`config.mk`:
```
export PLATFORM = sky130hd
export DESIGN_NAME = rom_load_sequencer
export DESIGN_NICKNAME = d
export VERILOG_FILES = /design/src/rtl/rom_load_sequencer.sv
export SDC_FILE = /design/constraint.sdc
export NUM_CORES = 1
export LEC_CHECK = 0
export ABC_CLOCK_PERIOD_IN_PS = 1820
export BUFFER_PORTS_ARGS = -buffer_cell sky130_fd_sc_hd__buf_2
export CAP_MARGIN = 40
export CORE_UTILIZATION = 47
export DETAILED_ROUTE_END_ITERATION = 12
export GPL_ROUTABILITY_DRIVEN = 0
export GPL_TIMING_DRIVEN = 0
export PLACE_DENSITY = 0.75
export SLEW_MARGIN = 20
export SYNTH_ARGS = -nofsm -noshare
export SYNTH_HDL_FRONTEND = slang
export SYNTH_SLANG_ARGS = --single-unit
```
`constraint.sdc`:
```
create_clock -name clk_sys -period 1.82 [get_ports clk_sys]
set_input_delay 0.364 -clock clk_sys [delete_from_list [all_inputs] [get_ports clk_sys]]
set_output_delay 0.364 -clock clk_sys [all_outputs]
set_load 0.02 [all_outputs]
```
`src/rtl/rom_load_sequencer.sv`:
```
// rom_load_sequencer
//
// Sits between hps_io and the game core. Forwards HPS ROM download bytes onto
// a registered dn_* write bus and tags each byte with one of four ROM regions.
// It counts accepted bytes and keeps the core in reset until a complete image
// has arrived. Once loaded, reset is held for RESET_HOLD more cycles and then
// released. A user reset request while running re-enters the hold period.
//
// Optional feature (macro DL_CHECKSUM_EN):
//   defined   - dl_sum accumulates the accepted bytes (mod 2^16), and a sum
//               that differs from EXP_SUM at download end is an error.
//   undefined - no summing logic; dl_sum is constant zero.
//
// Ports:
//   clk_sys        in   system clock
//   reset_n        in   asynchronous active-low reset
//   ioctl_download in   HPS download in progress
//   ioctl_wr       in   byte strobe, one cycle per byte
//   ioctl_addr     in   [24:0] byte address of ioctl_dout
//   ioctl_dout     in   [7:0] download byte
//   user_reset     in   OSD/button reset request (level)
//   dn_addr        out  [AW-1:0] registered write address to the core
//   dn_data        out  [7:0] registered write data to the core
//   dn_wr          out  one-cycle write strobe to the core
//   dn_region      out  [1:0] region index of the current dn_wr byte
//   core_reset     out  active-high core reset
//   load_done      out  a complete image is resident
//   load_err       out  last download short, oversize or bad checksum
//   dl_sum         out  [15:0] running checksum (zero without DL_CHECKSUM_EN)

module rom_load_sequencer #(
  parameter int          AW         = 17,
  parameter int          ROM_SIZE   = 65536,
  parameter int          REG1_BASE  = 'h4000,
  parameter int          REG2_BASE  = 'h8000,
  parameter int          REG3_BASE  = 'hC000,
  parameter int          RESET_HOLD = 16,
  parameter logic [15:0] EXP_SUM    = 16'h0000
) (
  input  logic          clk_sys,
  input  logic          reset_n,
  input  logic          ioctl_download,
  input  logic          ioctl_wr,
  input  logic [24:0]   ioctl_addr,
  input  logic [7:0]    ioctl_dout,
  input  logic          user_reset,
  output logic [AW-1:0] dn_addr,
  output logic [7:0]    dn_data,
  output logic          dn_wr,
  output logic [1:0]    dn_region,
  output logic          core_reset,
  output logic          load_done,
  output logic          load_err,
  output logic [15:0]   dl_sum
);

  localparam int              HW        = $clog2(RESET_HOLD + 1);
  localparam logic [HW-1:0]   HOLD_LOAD = HW'(RESET_HOLD);
  localparam logic [24:0]     ROM_END   = 25'(ROM_SIZE);
  localparam logic [74:0]     REG_BASES = {25'(REG3_BASE), 25'(REG2_BASE), 25'(REG1_BASE)};

  typedef enum logic [2:0] {
    S_INIT,
    S_LOAD,
    S_HOLD,
    S_RUN,
    S_ERR
  } state_t;

  state_t        state_reg;
  state_t        state_next;

  logic          dl_reg;
  logic [24:0]   count_reg;
  logic          ovf_reg;
  logic [HW-1:0] hold_reg;
  logic          core_reset_reg;
  logic          load_done_reg;
  logic          load_err_reg;
  logic [AW-1:0] dn_addr_reg;
  logic [7:0]    dn_data_reg;
  logic          dn_wr_reg;
  logic [1:0]    dn_region_reg;

  logic          dl_rise;
  logic          dl_fall;
  logic          in_load;
  logic          addr_ok;
  logic          accept;
  logic          reject;
  logic          sum_ok;
  logic          image_ok;
  logic [2:0]    at_or_above;
  logic [1:0]    region;

  // Edges are taken against the registered copy so that the rise cycle itself
  // already behaves as LOAD and can accept the first byte.
  assign dl_rise  = ioctl_download & ~dl_reg;
  assign dl_fall  = ~ioctl_download & dl_reg;
  assign in_load  = dl_rise | (state_reg == S_LOAD);
  assign addr_ok  = (ioctl_addr < ROM_END);
  assign accept   = ioctl_wr & in_load & addr_ok;
  assign reject   = ioctl_wr & in_load & ~addr_ok;
  assign image_ok = (count_reg == ROM_END) & ~ovf_reg & sum_ok;

  // Bases are strictly increasing, so the comparisons form a thermometer code
  // and the region index is simply the number of bases at or below the address.
  generate
    for (genvar gi = 0; gi < 3; gi++) begin : g_region
      assign at_or_above[gi] = (ioctl_addr >= REG_BASES[gi*25 +: 25]);
    end
  endgenerate

  assign region = {1'b0, at_or_above[0]} + {1'b0, at_or_above[1]} + {1'b0, at_or_above[2]};

  // State register
  always_ff @(posedge clk_sys or negedge reset_n) begin
    if (!reset_n) begin
      state_reg <= S_INIT;
    end else begin
      state_reg <= state_next;
    end
  end

  // Next-state logic. A download rise overrides everything else.
  always_comb begin
    state_next = state_reg;
    if (dl_rise) begin
      state_next = S_LOAD;
    end else begin
      case (state_reg)
        S_LOAD:  if (dl_fall) state_next = image_ok ? S_HOLD : S_ERR;
        S_HOLD:  if (!user_reset && (hold_reg == '0)) state_next = S_RUN;
        S_RUN:   if (user_reset) state_next = S_HOLD;
        default: state_next = state_reg;
      endcase
    end
  end

  // Download edge detector, byte accounting and status flags
  always_ff @(posedge clk_sys or negedge reset_n) begin
    if (!reset_n) begin
      dl_reg         <= 1'b0;
      count_reg      <= '0;
      ovf_reg        <= 1'b0;
      hold_reg       <= '0;
      core_reset_reg <= 1'b1;
      load_done_reg  <= 1'b0;
      load_err_reg   <= 1'b0;
    end else begin
      dl_reg <= ioctl_download;

      if (dl_rise) begin
        count_reg <= accept ? 25'd1 : 25'd0;
        ovf_reg   <= reject;
      end else begin
        if (accept && (count_reg != '1)) count_reg <= count_reg + 25'd1;
        if (reject) ovf_reg <= 1'b1;
      end

      // Reload on entry and on every cycle the user still holds reset, so the
      // hold period is always measured from the last reset request.
      if ((state_next == S_HOLD) && ((state_reg != S_HOLD) || user_reset)) begin
        hold_reg <= HOLD_LOAD;
      end else if ((state_reg == S_HOLD) && (hold_reg != '0)) begin
        hold_reg <= hold_reg - HW'(1);
      end

      core_reset_reg <= (state_next != S_RUN);

      if (dl_rise) begin
        load_done_reg <= 1'b0;
      end else if ((state_reg == S_HOLD) && (state_next == S_RUN)) begin
        load_done_reg <= 1'b1;
      end

      if (dl_rise) begin
        load_err_reg <= 1'b0;
      end else if ((state_reg == S_LOAD) && (state_next == S_ERR)) begin
        load_err_reg <= 1'b1;
      end
    end
  end

  // Registered write bus toward the core; address/data/region hold between strobes
  always_ff @(posedge clk_sys or negedge reset_n) begin
    if (!reset_n) begin
      dn_addr_reg   <= '0;
      dn_data_reg   <= '0;
      dn_wr_reg     <= 1'b0;
      dn_region_reg <= '0;
    end else begin
      dn_wr_reg <= accept;
      if (accept) begin
        dn_addr_reg   <= ioctl_addr[AW-1:0];
        dn_data_reg   <= ioctl_dout;
        dn_region_reg <= region;
      end
    end
  end

`ifdef DL_CHECKSUM_EN
  logic [15:0] sum_reg;

  always_ff @(posedge clk_sys or negedge reset_n) begin
    if (!reset_n) begin
      sum_reg <= '0;
    end else if (dl_rise) begin
      sum_reg <= accept ? {8'h00, ioctl_dout} : 16'h0000;
    end else if (accept) begin
      sum_reg <= sum_reg + {8'h00, ioctl_dout};
    end
  end

  assign sum_ok = (sum_reg == EXP_SUM);
  assign dl_sum = sum_reg;
`else
  // No summing: every image passes the checksum test and dl_sum reads zero.
  assign sum_ok = 1'b1;
  assign dl_sum = EXP_SUM & 16'h0000;
`endif

  assign dn_addr    = dn_addr_reg;
  assign dn_data    = dn_data_reg;
  assign dn_wr      = dn_wr_reg;
  assign dn_region  = dn_region_reg;
  assign core_reset = core_reset_reg;
  assign load_done  = load_done_reg;
  assign load_err   = load_err_reg;

endmodule

```
Word level (Yosys, flattened, before mapping)
Cells that the tools add are included.
W data, S select, Z words.
{"block": "totals", "ff_bits": 66, "input_bits": 38, "output_inout_bits": 47, "word_cells": 73}
{"block": "op_classes", "n_addsub": 4, "mux": 17, "order_cmp": 4, "eq_ne": 10, "reduce_logical": 15, "bitwise": 11}
{"cell": "$ge A25 B16 Y1 const B", "count": 2}
{"cell": "$mux W25", "count": 2}
{"cell": "$add A25 B1 Y25 const B", "count": 1}
{"cell": "$eq A25 B17 Y1 const B", "count": 1}
{"cell": "$ge A25 B15 Y1 const B", "count": 1}
{"cell": "$lt A25 B17 Y1 const B", "count": 1}
{"cell": "$ne A25 B25 Y1 const B", "count": 1}
{"cell": "$mux W3", "count": 5}
{"cell": "$eq A3 B2 Y1 const B", "count": 4}
{"cell": "$mux W5", "count": 2}
{"cell": "$reduce_bool A2 Y1", "count": 5}
{"cell": "$pmux W3 S3", "count": 1}
{"cell": "$mux W1", "count": 7}
{"cell": "$and A1 B1 Y1", "count": 6}
{"cell": "$logic_and A1 B1 Y1", "count": 6}
{"cell": "$ne A3 B2 Y1 const B", "count": 2}
{"cell": "$logic_not A5 Y1", "count": 1}
{"cell": "$reduce_bool A5 Y1", "count": 1}
{"cell": "$sub A5 B1 Y5 const B", "count": 1}
{"cell": "$not A1 Y1", "count": 4}
{"cell": "$eq A3 B1 Y1 const B", "count": 1}
{"cell": "$eq A3 B3 Y1 const B", "count": 1}
{"cell": "$add A1 B1 Y2", "count": 1}
{"cell": "$add A2 B1 Y2", "count": 1}
{"cell": "3 further kinds", "count": 3}

Longest topological paths before layout
Gate-level depths: netlist of the first run.
{"block": "depth", "ltp_word": 10, "depth_mapped": 8, "ltp_nobuf": 7}

Worst setup path before layout of the first run
No wires, ideal clock.
{"block": "synth_timing", "path_type": "register to register", "startpoint": "register count_reg[1]", "endpoint": "register count_reg[11]", "required_ps": 1688, "setup_time_ps": 132, "period_less_slack_ps": 1883, "stages_incl_launch_ff": 9, "n_path_buf": 2, "t_arrival_ps": 1751, "setup_slack_ps": -63, "cell_sequence": "dfrtp_1 ha_1 nand2_1 or3_1 buf_6 o311ai_4 buf_6 xor2_1 nor2_1"}
{"block": "synth_via", "elab_chain_cells": 3, "elab_cells_between_ends": 6, "classes_between": "add/sub (1); eq/ne (1); mux (2); reduce/logical (2)"}
{"item": "start, declared", "line": "74", "source": "logic [24:0] count_reg;"}
{"item": "start signal, assigned", "line": "154", "source": "count_reg <= accept ? 25'd1 : 25'd0;"}
{"item": "start signal, assigned", "line": "157", "source": "if (accept && (count_reg != '1)) count_reg <= count_reg + 25'd1;"}
{"item": "$add A25 B1 Y25 / $ne A25 B25 Y1 (equally long branches)", "line": "157"}
{"item": "$mux W25 / $logic_and A1 B1 Y1 (equally long branches)", "line": "157"}
{"item": "$mux W25 / $reduce_bool A2 Y1 (equally long branches)"}
Parallel ways exist; a longest one is shown, timed or not. The select of a mux whose other input is x is not followed.
A chain may end at the register's enable or synchronous reset.

Worst setup path after layout of the first run
{"block": "layout_timing", "startpoint": "register count_reg[0]", "endpoint": "register count_reg[11]"}
Same word-level chain as after synthesis.

==> results of run 1 <==
## cells in the final DEF (no fill, tap or decap), types with 6 or more instances in the layout
cell type	Yosys	layout
conb_1	1	16
o21ai_1	5	6
dfrtp_1	65	49
inv_1	7	6
buf_2	4	67
xnor2_1	8	8
nor2_1	21	21
nand3_1	10	6
buf_4	16	45
nand2_1	102	100
dfrtp_2	0	16
a21oi_2	4	8
or3_1	11	9
nor4_4	1	7
clkbuf_8	0	9
## final cells by class
type | count | area [um^2]
plain buffers | 27 | 200
clock buffers | 9 | 124
clock inverters | 7 | 100
fillers | 528 | 2150
inverters | 8 | 32.5
multi-input cells | 273 | 1880
flip-flops and latches | 66 | 1670
well taps | 96 | 120
repair buffers | 97 | 583
## worst min-delay path: stages
cell     delay (ns)
buf_2          0.07
nand2_1        0.04
nand2_1        0.05
## what timing repair did
| action | in CTS | in global routing |
|---|---|---|
| endpoints found under the hold margin | 22 | 0 |
| hold buffers | 1 | 0 |
| cloned | 2 | 0 |
| gates resized for setup | 38 | 45 |
| buffers inserted | 13 | 12 |
| endpoints found under the setup margin | 39 | 51 |
| pin swaps | 22 | 21 |
## kinds of logic (layout without fill, tap and decap cells)
kind of cell             Yosys count  count (layout)
flip-flops                        66              66
adder cells (fa/ha/maj)            5               5
other                              1              16
AO/OA/AOI/OAI                     40              40
multiplexers                       4               4
XOR/XNOR                          11              11
buffers and inverters             36             148
AND/OR/NAND/NOR                  197             197
## metal layers
layer  global-route usage, %  up-vias  routed length, um
met5                       0        -                  0
met4                    9.09        0                 99
met3                    5.24       11                335
met2                    39.6       82               4620
met1                    28.9     1516               3610
li1                        -     1444                  -
## worst min-delay path by stage
stage                         endpoint  slack, ns  cells after the start
final                       dn_addr[1]       0.19                      3
after global placement      dn_data[3]       0.45                      2
after CTS                       dl_reg       0.18                      1
after global routing       dn_addr[10]       0.19                      3
after detailed placement      load_err       0.28                      1
after floorplan           count_reg[0]       0.07                      0
## power by group
part / leakage (nW) / internal, mW / switching [mW]
combinational: 1.35 / 0.107 / 0.180
sequential: 0.859 / 1.50 / 0.0241
clock: 0.114 / 0.783 / 0.623
## through the flow
step | setup WS, ns | total power, mW
after CTS | -0.157 | 3.22
after global placement | -0.260 | 1.80
final | -0.140 | 3.21
after floorplan | -0.0113 | 1.69
after global routing | -0.225 | 3.33
after detailed placement | -0.300 | 1.81
==> impl_metrics.toml, run 1 <==
[outcome]
status = "finished with violations"
violations = "negative setup slack"

[run]
max_cap_violations = 0

[yosys]
synth.avg_cell_area_um2 = 9.39
yosysTopAreaCellShare_pct = 48.1
synth_compound_area_share_pct = 8.48
yosysMostFrequentCell = "nand2_1"
synth_fa_ha_area_share_pct = 2.07
synth-seq-cells = 66
synth_top_area_cell = "dfrtp_1"
synth_area_leaders = "dfrtp_1, nand2_1, buf_4"
synth_common_cells = "nand2_1, dfrtp_1, nor2_1, buf_4, or3_1"
seq_area_frac_synth_pct = 48.9
synth_edf_count = 0
synth_cells = 360
ys_warn_count = 0
synthFlopType = "dfrtp_1"
syn_area_um2 = 3380
synth_top_family_by_area = "simple AND/OR/NAND/NOR gates"
synth-async-reset-ratio_pct = 100
synthMuxAreaShare_pct = 1.18
synth-simple-area-share_pct = 29.8
yosysUniqueCellTypes = 53
synthXorXnorAreaFrac_pct = 2.85

[final_layout]
drive_above_1_share_pct = 43.5
nNetsFinal = 525
largest_reg_flops = 25
diodes = 0
final_core_util_pct = 68.7
final_cell_area_um2 = 4720
fin_cells = 583
area_growth_pct = 39.5

[critical_path]
crit_buf_inv = 1
rrSetupSlack_ns = -0.14
crit_chain = "ha_4 > nand2_2 > or3_4 > o311ai_4 > buf_6 > xor2_1 > nor2_1"
worstReg2RegStart = "count_reg[0]"
timing.critical_path.from = "count_reg[0]"
setup.worst_path.end = "count_reg[11]"
path_class = "flop to flop"
worst-path-stages = 7
endpoint_kind = "flop"
cp-start-kind = "flop"
cp.required_ns = 2.03
cp.arrival_ns = 2.17
reg2reg_depth = 7
r2r_end = "count_reg[11]"
slowest_stage = "or3_4"
cp_max_fo = 5
path_delay_family = "simple AND/OR/NAND/NOR gates"
cp_slowest_stage_delay_ns = 0.43

[drt]
vias_per_cell = 5.24
drc = 0
post_drt_wl_per_cell_um = 14.9
routed_wl_mm = 8.67
vias = 3053
ant_nets = 0
drt_iter0_markers = 225
drtPass1Iterations = 4

[timing]
max_freq_mhz = 510
finClkSkew_ns = 0.0113
slew_violations = 0
setup_ws_ns = -0.140
grt_setup_unrepaired = "true"
finalHoldViolCount = 0
fin_hold_ws_ns = 0.195
fin_crit_sh_pct = 108
setup_viol_count_final = 27
tightestPinTransition_ns = 0.725
relSlewSlack_pct = 51.7
min_period_ns = 1.96
tns_ns = -2.00

[grt]
grt_pass1_vias = 2868
grt_first_pass_wirelength_mm = 13.5
grt_max_degree = 45
antenna_found_initial = 0
grt-ovfl-total = 0
grt_usage_pct = 23.3

[floorplan]
die_width_um = 86.8
dieHeight_um = 86.8
pin_count = 85
dieArea_um2 = 7540
row_count = 30
core_area_um2 = 6870
initial_core_util_pct = 49.2

[place]
numPortBuffers = 68
placed_cells = 540
placed_area_um2 = 3950
dp_hpwl_mm = 5.57

[cts]
cts_tree = "built"
cts_root_buf = "clkbuf_8"
clkTransAtPathRegs_ns = 0.09
h-tree-depth = 3
clockBufferDepth = 2
clkLatencyLatePin_ns = 0.35
cts.sinks = 66
cts_inserted_buffers = 9

[hold_path]
hold_start = "ioctl_addr[1]"
min_path_type = "input port to flop"

[power]
leakagePower_nw = 2.32
vdd_ir_drop_max_mv = 0.698
power.density_nw_per_um2 = 682
Note: power is estimated with default switching activity, not from simulation.
==> run 2: changes to the inputs <==
Settings changed: GPL_TIMING_DRIVEN 0 to default, REMOVE_ABC_BUFFERS from default to 1.
==> run 2 against run 1 <==
  * Fmax grew 1.1%
  * Register-to-register slack better by 0.02 ns
  * Critical path depth is 1 higher
  * Count of clock-buffer cells in the layout is 2 higher
  * Non-clock buffer count up 25
  * Total power fell by 0.72%
  * Sequential share of layout area shrank 1.7 points
  * Critical path type unchanged
  * Setup slack gained 0.021 ns
  * The run still ends with negative setup slack left
==> impl_metrics.toml, run 2 (same netlist as run 1, synthesis figures left out) <==
[critical_path]
path_class = "flop to flop"
cp-start-kind = "flop"
cpMostUsedCell = "buf_4"
r2r_end = "count_reg[23]"
cp.required_ns = 2.11
cp_slowest_stage_delay_ns = 0.43
slowest_stage = "dfrtp_2"
worstReg2RegStart = "count_reg[3]"
cp.arrival_ns = 2.23
crit_chain = "nand4_2 > buf_4 > nor3_4 > buf_4 > o311ai_4 > buf_4 > or4_4 > a21oi_2"
endpoint_kind = "flop"
reg2reg_depth = 8
cp_max_fo = 5
rrSetupSlack_ns = -0.12

[floorplan]
initial_core_util_pct = 49.2
core_area_um2 = 6870
dieHeight_um = 86.8
row_count = 30
dieArea_um2 = 7540
pin_count = 85
die_width_um = 86.8

[grt]
grt_max_degree = 29
grt_pass1_vias = 3022
grt_usage_pct = 24.5
grt_first_pass_wirelength_mm = 14.0
antenna_found_initial = 0
grt-ovfl-total = 0

[power]
power.density_nw_per_um2 = 650
leakagePower_nw = 2.45
p_int_mw = 2.41
switching_share_pct = 24.5
p_comb_share_pct = 9.2
p_sw_mw = 0.782
vdd_ir_drop_max_mv = 0.495
p_clk_share_pct = 43.2
seqPwrFrac_pct = 47.6

[drt]
ant_nets = 0
vias_per_cell = 5.22
drc = 0
post_drt_wl_per_cell_um = 15.5
drtPass1Iterations = 4
drt_iter0_markers = 132
routed_wl_mm = 9.40
vias = 3172

[timing]
fin_crit_sh_pct = 106
tightestPinTransition_ns = 0.573
grt_setup_unrepaired = "true"
slew_violations = 0
min_period_ns = 1.94
fin_hold_ws_ns = 0.179
relSlewSlack_pct = 61.7
max_freq_mhz = 516
setup_viol_count_final = 22
finClkSkew_ns = 0.00583
setup_ws_ns = -0.118
finalHoldViolCount = 0

[final_layout]
mostFrequentLayoutCells = "nand2_1, buf_2, buf_4"
area_growth_pct = 45.3
diodes = 0
largest_reg_flops = 25
drive_above_1_share_pct = 45.3
nFillCells = 459
nNetsFinal = 550
final_common_cell = "nand2_1"

[cts]
clkTransAtPathRegs_ns = 0.07
clockBufferDepth = 2
cts.sinks = 66
cts_inserted_buffers = 9
cts_tree = "built"
cts_root_buf = "clkbuf_8"
h-tree-depth = 3
clkLatencyLatePin_ns = 0.35

[place]
numPortBuffers = 68
dp_hpwl_mm = 6.03
post-place-ws_ns = -0.326

[hold_path]
hold_start = "ioctl_download"
min_path_type = "input port to flop"
min_to = "dl_reg"
holdPathStages = 1

[outcome]
violations = "negative setup slack"
status = "finished with violations"

[run]
max_cap_violations = 0
[run 2: changes by cell type in the layout (fill, tap and decap cells not counted), sizes merged]
| cell | previous run | this run |
|---|---|---|
| buf | 118 | 148 |
| inv | 10 | 8 |
| clkinvlp | 0 | 1 |
| clkinv | 3 | 2 |
| clkbuf | 14 | 11 |
[run 2: layer usage]
| metal | track usage (%) | up-vias | routed length [um] |
|---|---|---|---|
| met1 | 28.3 | 1546 | 3680 |
| li1 | - | 1487 | - |
| met3 | 7.05 | 29 | 406 |
| met5 | 0 | - | 0 |
| met2 | 43.5 | 110 | 4980 |
| met4 | 8.18 | 0 | 327 |
[run 2: worst max path at each step]
| stage | start | to | slack, ns | cells after the start |
|---|---|---|---|---|
| after floorplan | state_reg[2] | count_reg[23] | -1.50 | 6 |
| after global placement | ioctl_addr[21] | count_reg[23] | -0.25 | 7 |
| after detailed placement | ioctl_addr[21] | dn_region[0] | -0.33 | 7 |
| after CTS | state_reg[2] | count_reg[23] | -0.1 | 7 |
| after global routing | ovf_reg | hold_reg[4] | -0.27 | 5 |
| final | count_reg[3] | count_reg[23] | -0.12 | 8 |
[run 2: power groups by stage]
stage / combinational (mW) / clock [mW] / sequential (mW)
after floorplan: 0.0893 / 0 / 1.57
after global placement: 0.265 / 0 / 1.54
after detailed placement: 0.272 / 0 / 1.54
after CTS: 0.281 / 1.40 / 1.52
after global routing: 0.323 / 1.45 / 1.52
final: 0.293 / 1.38 / 1.52
[run 2: layout make-up]
class | count | area, um^2 | share of cell area (%)
Clock buffer | 11 | 141 | 2.88
Inverter | 8 | 30.0 | 0.611
Timing Repair Buffer | 149 | 1030 | 21.1
Clock inverter | 5 | 77.6 | 1.58
Sequential cell | 66 | 1660 | 33.8
Tap cell | 96 | 120 | 2.45
Multi-Input combinational cell | 273 | 1850 | 37.6
[run 2: per-stage QoR]
stage	util, %	setup TNS [ns]	std cells	area [um^2]	total power, mW
after floorplan	-	-58.88	347	3240	1.66
after global placement	61.5	-5.48	576	4220	1.81
after detailed placement	61.5	-7.29	576	4220	1.81
after CTS	68.3	-0.882	603	4690	3.19
after global routing	71.5	-3.87	608	4910	3.30
final	71.5	-1.27	608	4910	3.19
[run 2: critical path: cells and delay by family, from the launching register on]
| kind | cells | cell delay [ns] |
|---|---|---|
| compound gates | 2 | 0.25 |
| buf+inv | 3 | 0.50 |
| flops | 1 | 0.43 |
| simple gates | 3 | 0.70 |
[run 2: timing repair]
item | CTS | global route
buffers inserted | 10 | 5
pin swaps | 21 | 28
hold buffers | 1 | 0
gates resized for setup | 28 | 42
hold endpoints to repair | 17 | 0
endpoints found under the setup margin | 29 | 31
==> run 3: changes to the inputs <==
Settings changed: ABC_AREA from default to 1, PLACE_DENSITY 0.75 to 0.74.
==> run 3 against run 2 <==
  * The flow now finishes without violations
  * Highest routed layer unchanged
  * Critical path type unchanged
  * Critical path depth up 5
  * Via count up 1.9%
  * Largest power group unchanged
  * Sequential power up 14%
  * Fmax up 11%
==> impl_metrics.toml, run 3 <==
[final_layout]
largest_reg_flops = 25
final_common_cell = "nand2_1"
diodes = 0
final_cell_area_um2 = 4450
nFillCells = 649
nNetsFinal = 613
fin_cells = 674
area_growth_pct = 24.5
mostFrequentLayoutCells = "nand2_1, buf_2, dfrtp_1"
drive_above_1_share_pct = 25.6

[drt]
drt_iter0_markers = 136
drc = 0
ant_nets = 0
drtPass1Iterations = 4
routed_wl_mm = 7.96
vias = 3233
post_drt_wl_per_cell_um = 11.8
vias_per_cell = 4.80

[critical_path]
cp.required_ns = 2.04
setup.worst_path.end = "count_reg[14]"
cp-start-kind = "flop"
path_class = "flop to flop"
reg2reg_depth = 13
cp_max_fo = 10
worstReg2RegStart = "count_reg[0]"
timing.critical_path.from = "count_reg[0]"
r2r_end = "count_reg[14]"
endpoint_kind = "flop"
rrSetupSlack_ns = 0.07
cp.arrival_ns = 1.96

[power]
switching_share_pct = 31.0
vdd_ir_drop_max_mv = 0.626
p_int_mw = 2.56
p_comb_share_pct = 20.9
leakagePower_nw = 2.35
power.density_nw_per_um2 = 833
p_clk_share_pct = 32.4
p_sw_mw = 1.15
seqPwrFrac_pct = 46.7
totalPowerFinal_mw = 3.71

[yosys]
synth-async-reset-ratio_pct = 100
ys_warn_count = 0
synthFlopType = "dfrtp_1"
yosysTopAreaCellShare_pct = 45.5
syn_area_um2 = 3580
synth_top_area_cell = "dfrtp_1"
yosysMostFrequentCell = "nand2_1"
synth-seq-cells = 66
seq_area_frac_synth_pct = 46.2
synth_common_cells = "nand2_1, dfrtp_1, inv_1, nor2_1, nand3_1"
synth_cells = 472
synth_edf_count = 0
synth.avg_cell_area_um2 = 7.58
synth_area_leaders = "dfrtp_1, nand2_1, inv_1"
yosysUniqueCellTypes = 32

[timing]
min_period_ns = 1.75
max_freq_mhz = 573
fin_hold_ws_ns = 0.0304
setup_viol_count_final = 0
finClkSkew_ns = 0.0131
finalHoldViolCount = 0
fin_crit_sh_pct = 95.9
slew_violations = 0

[cts]
h-tree-depth = 3
clkTransAtPathRegs_ns = 0.07
clockBufferDepth = 2
cts.sinks = 66
cts_inserted_buffers = 9
cts_tree = "built"
clkLatencyLatePin_ns = 0.34
cts_root_buf = "clkbuf_8"

[grt]
grt-ovfl-total = 0
grt_pass1_vias = 3056
antenna_found_initial = 0
grt_usage_pct = 21.9
grt_max_degree = 67
grt_first_pass_wirelength_mm = 13.3

[floorplan]
die_width_um = 89.2
dieArea_um2 = 7960
initial_core_util_pct = 49.0
core_area_um2 = 7290
row_count = 31
pin_count = 85
dieHeight_um = 89.2

[outcome]
status = "complete, no violations"

[place]
placed_area_um2 = 4140
dp_hpwl_mm = 5.89
numPortBuffers = 68
placed_cells = 654

[hold_path]
min_path_type = "input port to asynchronous set/reset pin"

[run]
max_cap_violations = 0
## run 3: changes by cell type after synthesis, moves of 5 or more
cell | before | now
nand2_1 | 102 | 158
inv_1 | 7 | 51
nor2_1 | 21 | 47
nand3_1 | 10 | 27
or3_1 | 11 | 0
xor2_1 | 3 | 12
nor4_1 | 9 | 1
o31ai_1 | 2 | 10
nand4_1 | 4 | 10
nor4b_1 | 6 | 0
o21ai_0 | 7 | 13
nor3_1 | 6 | 11
xnor2_1 | 8 | 3
## run 3: layout make-up
cell class                 instances  area, um^2  share of cell area [%]
timing repair buffer             101         616                    13.8
sequential                        66        1650                    37.2
multi-input combinational        337        1650                    37.1
clock buffer                      10         128                    2.87
inverter                          55         211                    4.75
clock inverter                     6        67.6                    1.52
tap                               99         124                    2.78
## run 3: worst min-delay path by stage
stage / end / slack [ns] / depth (start not counted)
6_report: count_reg[5] / 0.03 / 2
5_1_grt: state_reg[0] / 0.05 / 2
2_1_floorplan: count_reg[0] / 0.07 / 0
4_1_cts: count_reg[5] / 0.03 / 2
3_5_place_dp: count_reg[5] / 0.40 / 2
3_3_place_gp: count_reg[23] / 0.41 / 2
## run 3: cell families after synthesis
logic type,Yosys count,synth area share (%)
AOI/OAI and AO/OA,41,6.79
xor gates and xnor gates,15,3.67
adders and majority gates,5,1.96
buffers and inverters,84,11.2
DFF,66,46.2
other,1,0.105
and+or+nand+nor,260,30.1
## run 3: worst max-delay path: stages, from the launching register on
cell and delay [ns]:
dfrtp_1 0.39, ha_2 0.21, nand3_2 0.09, inv_2 0.11, nand2_4 0.06, nor2_4 0.15
nand2_2 0.06, nand2_2 0.08, nand2_2 0.07, buf_6 0.15, inv_6 0.08, nor2_1 0.04
nor2_1 0.08, nor2_1 0.05
## run 3: routing by layer
layer	GRT usage [%]	routed length, um	vias to the layer above	share of wire (%)
li1	-	-	1644	-
met1	27.4	3600	1481	45
met2	36.3	3770	95	47
met3	6.37	485	13	6.1
met4	7.94	108	0	1.4
met5	0	0	-	0
## run 3: power groups by stage
stage	logic [mW]	registers, mW	clock network [mW]
floorplan	0.426	1.76	0
global placement	0.715	1.75	0
detailed placement	0.736	1.75	0
CTS	0.750	1.72	1.24
global route	0.877	1.75	1.30
finish	0.775	1.73	1.20
## run 3: stage by stage
stage	TNS (ns)	utilization [%]	setup WS, ns
after CTS	-0.0106	59.6	-0.0106
after floorplan	-68.65	-	-1.59
after global routing	-0.0289	61.0	-0.0198
after global placement	0	56.7	0.0277
final	0	61.0	0.0740
after detailed placement	-0.0930	56.7	-0.0448
## run 3: what timing repair did
item	4_1_cts	5_1_grt
setup endpoints to repair	3	28
resized for setup	3	25
buffers inserted	1	3
hold buffers	0	0
pin swaps	0	6
hold endpoints to repair	0	0
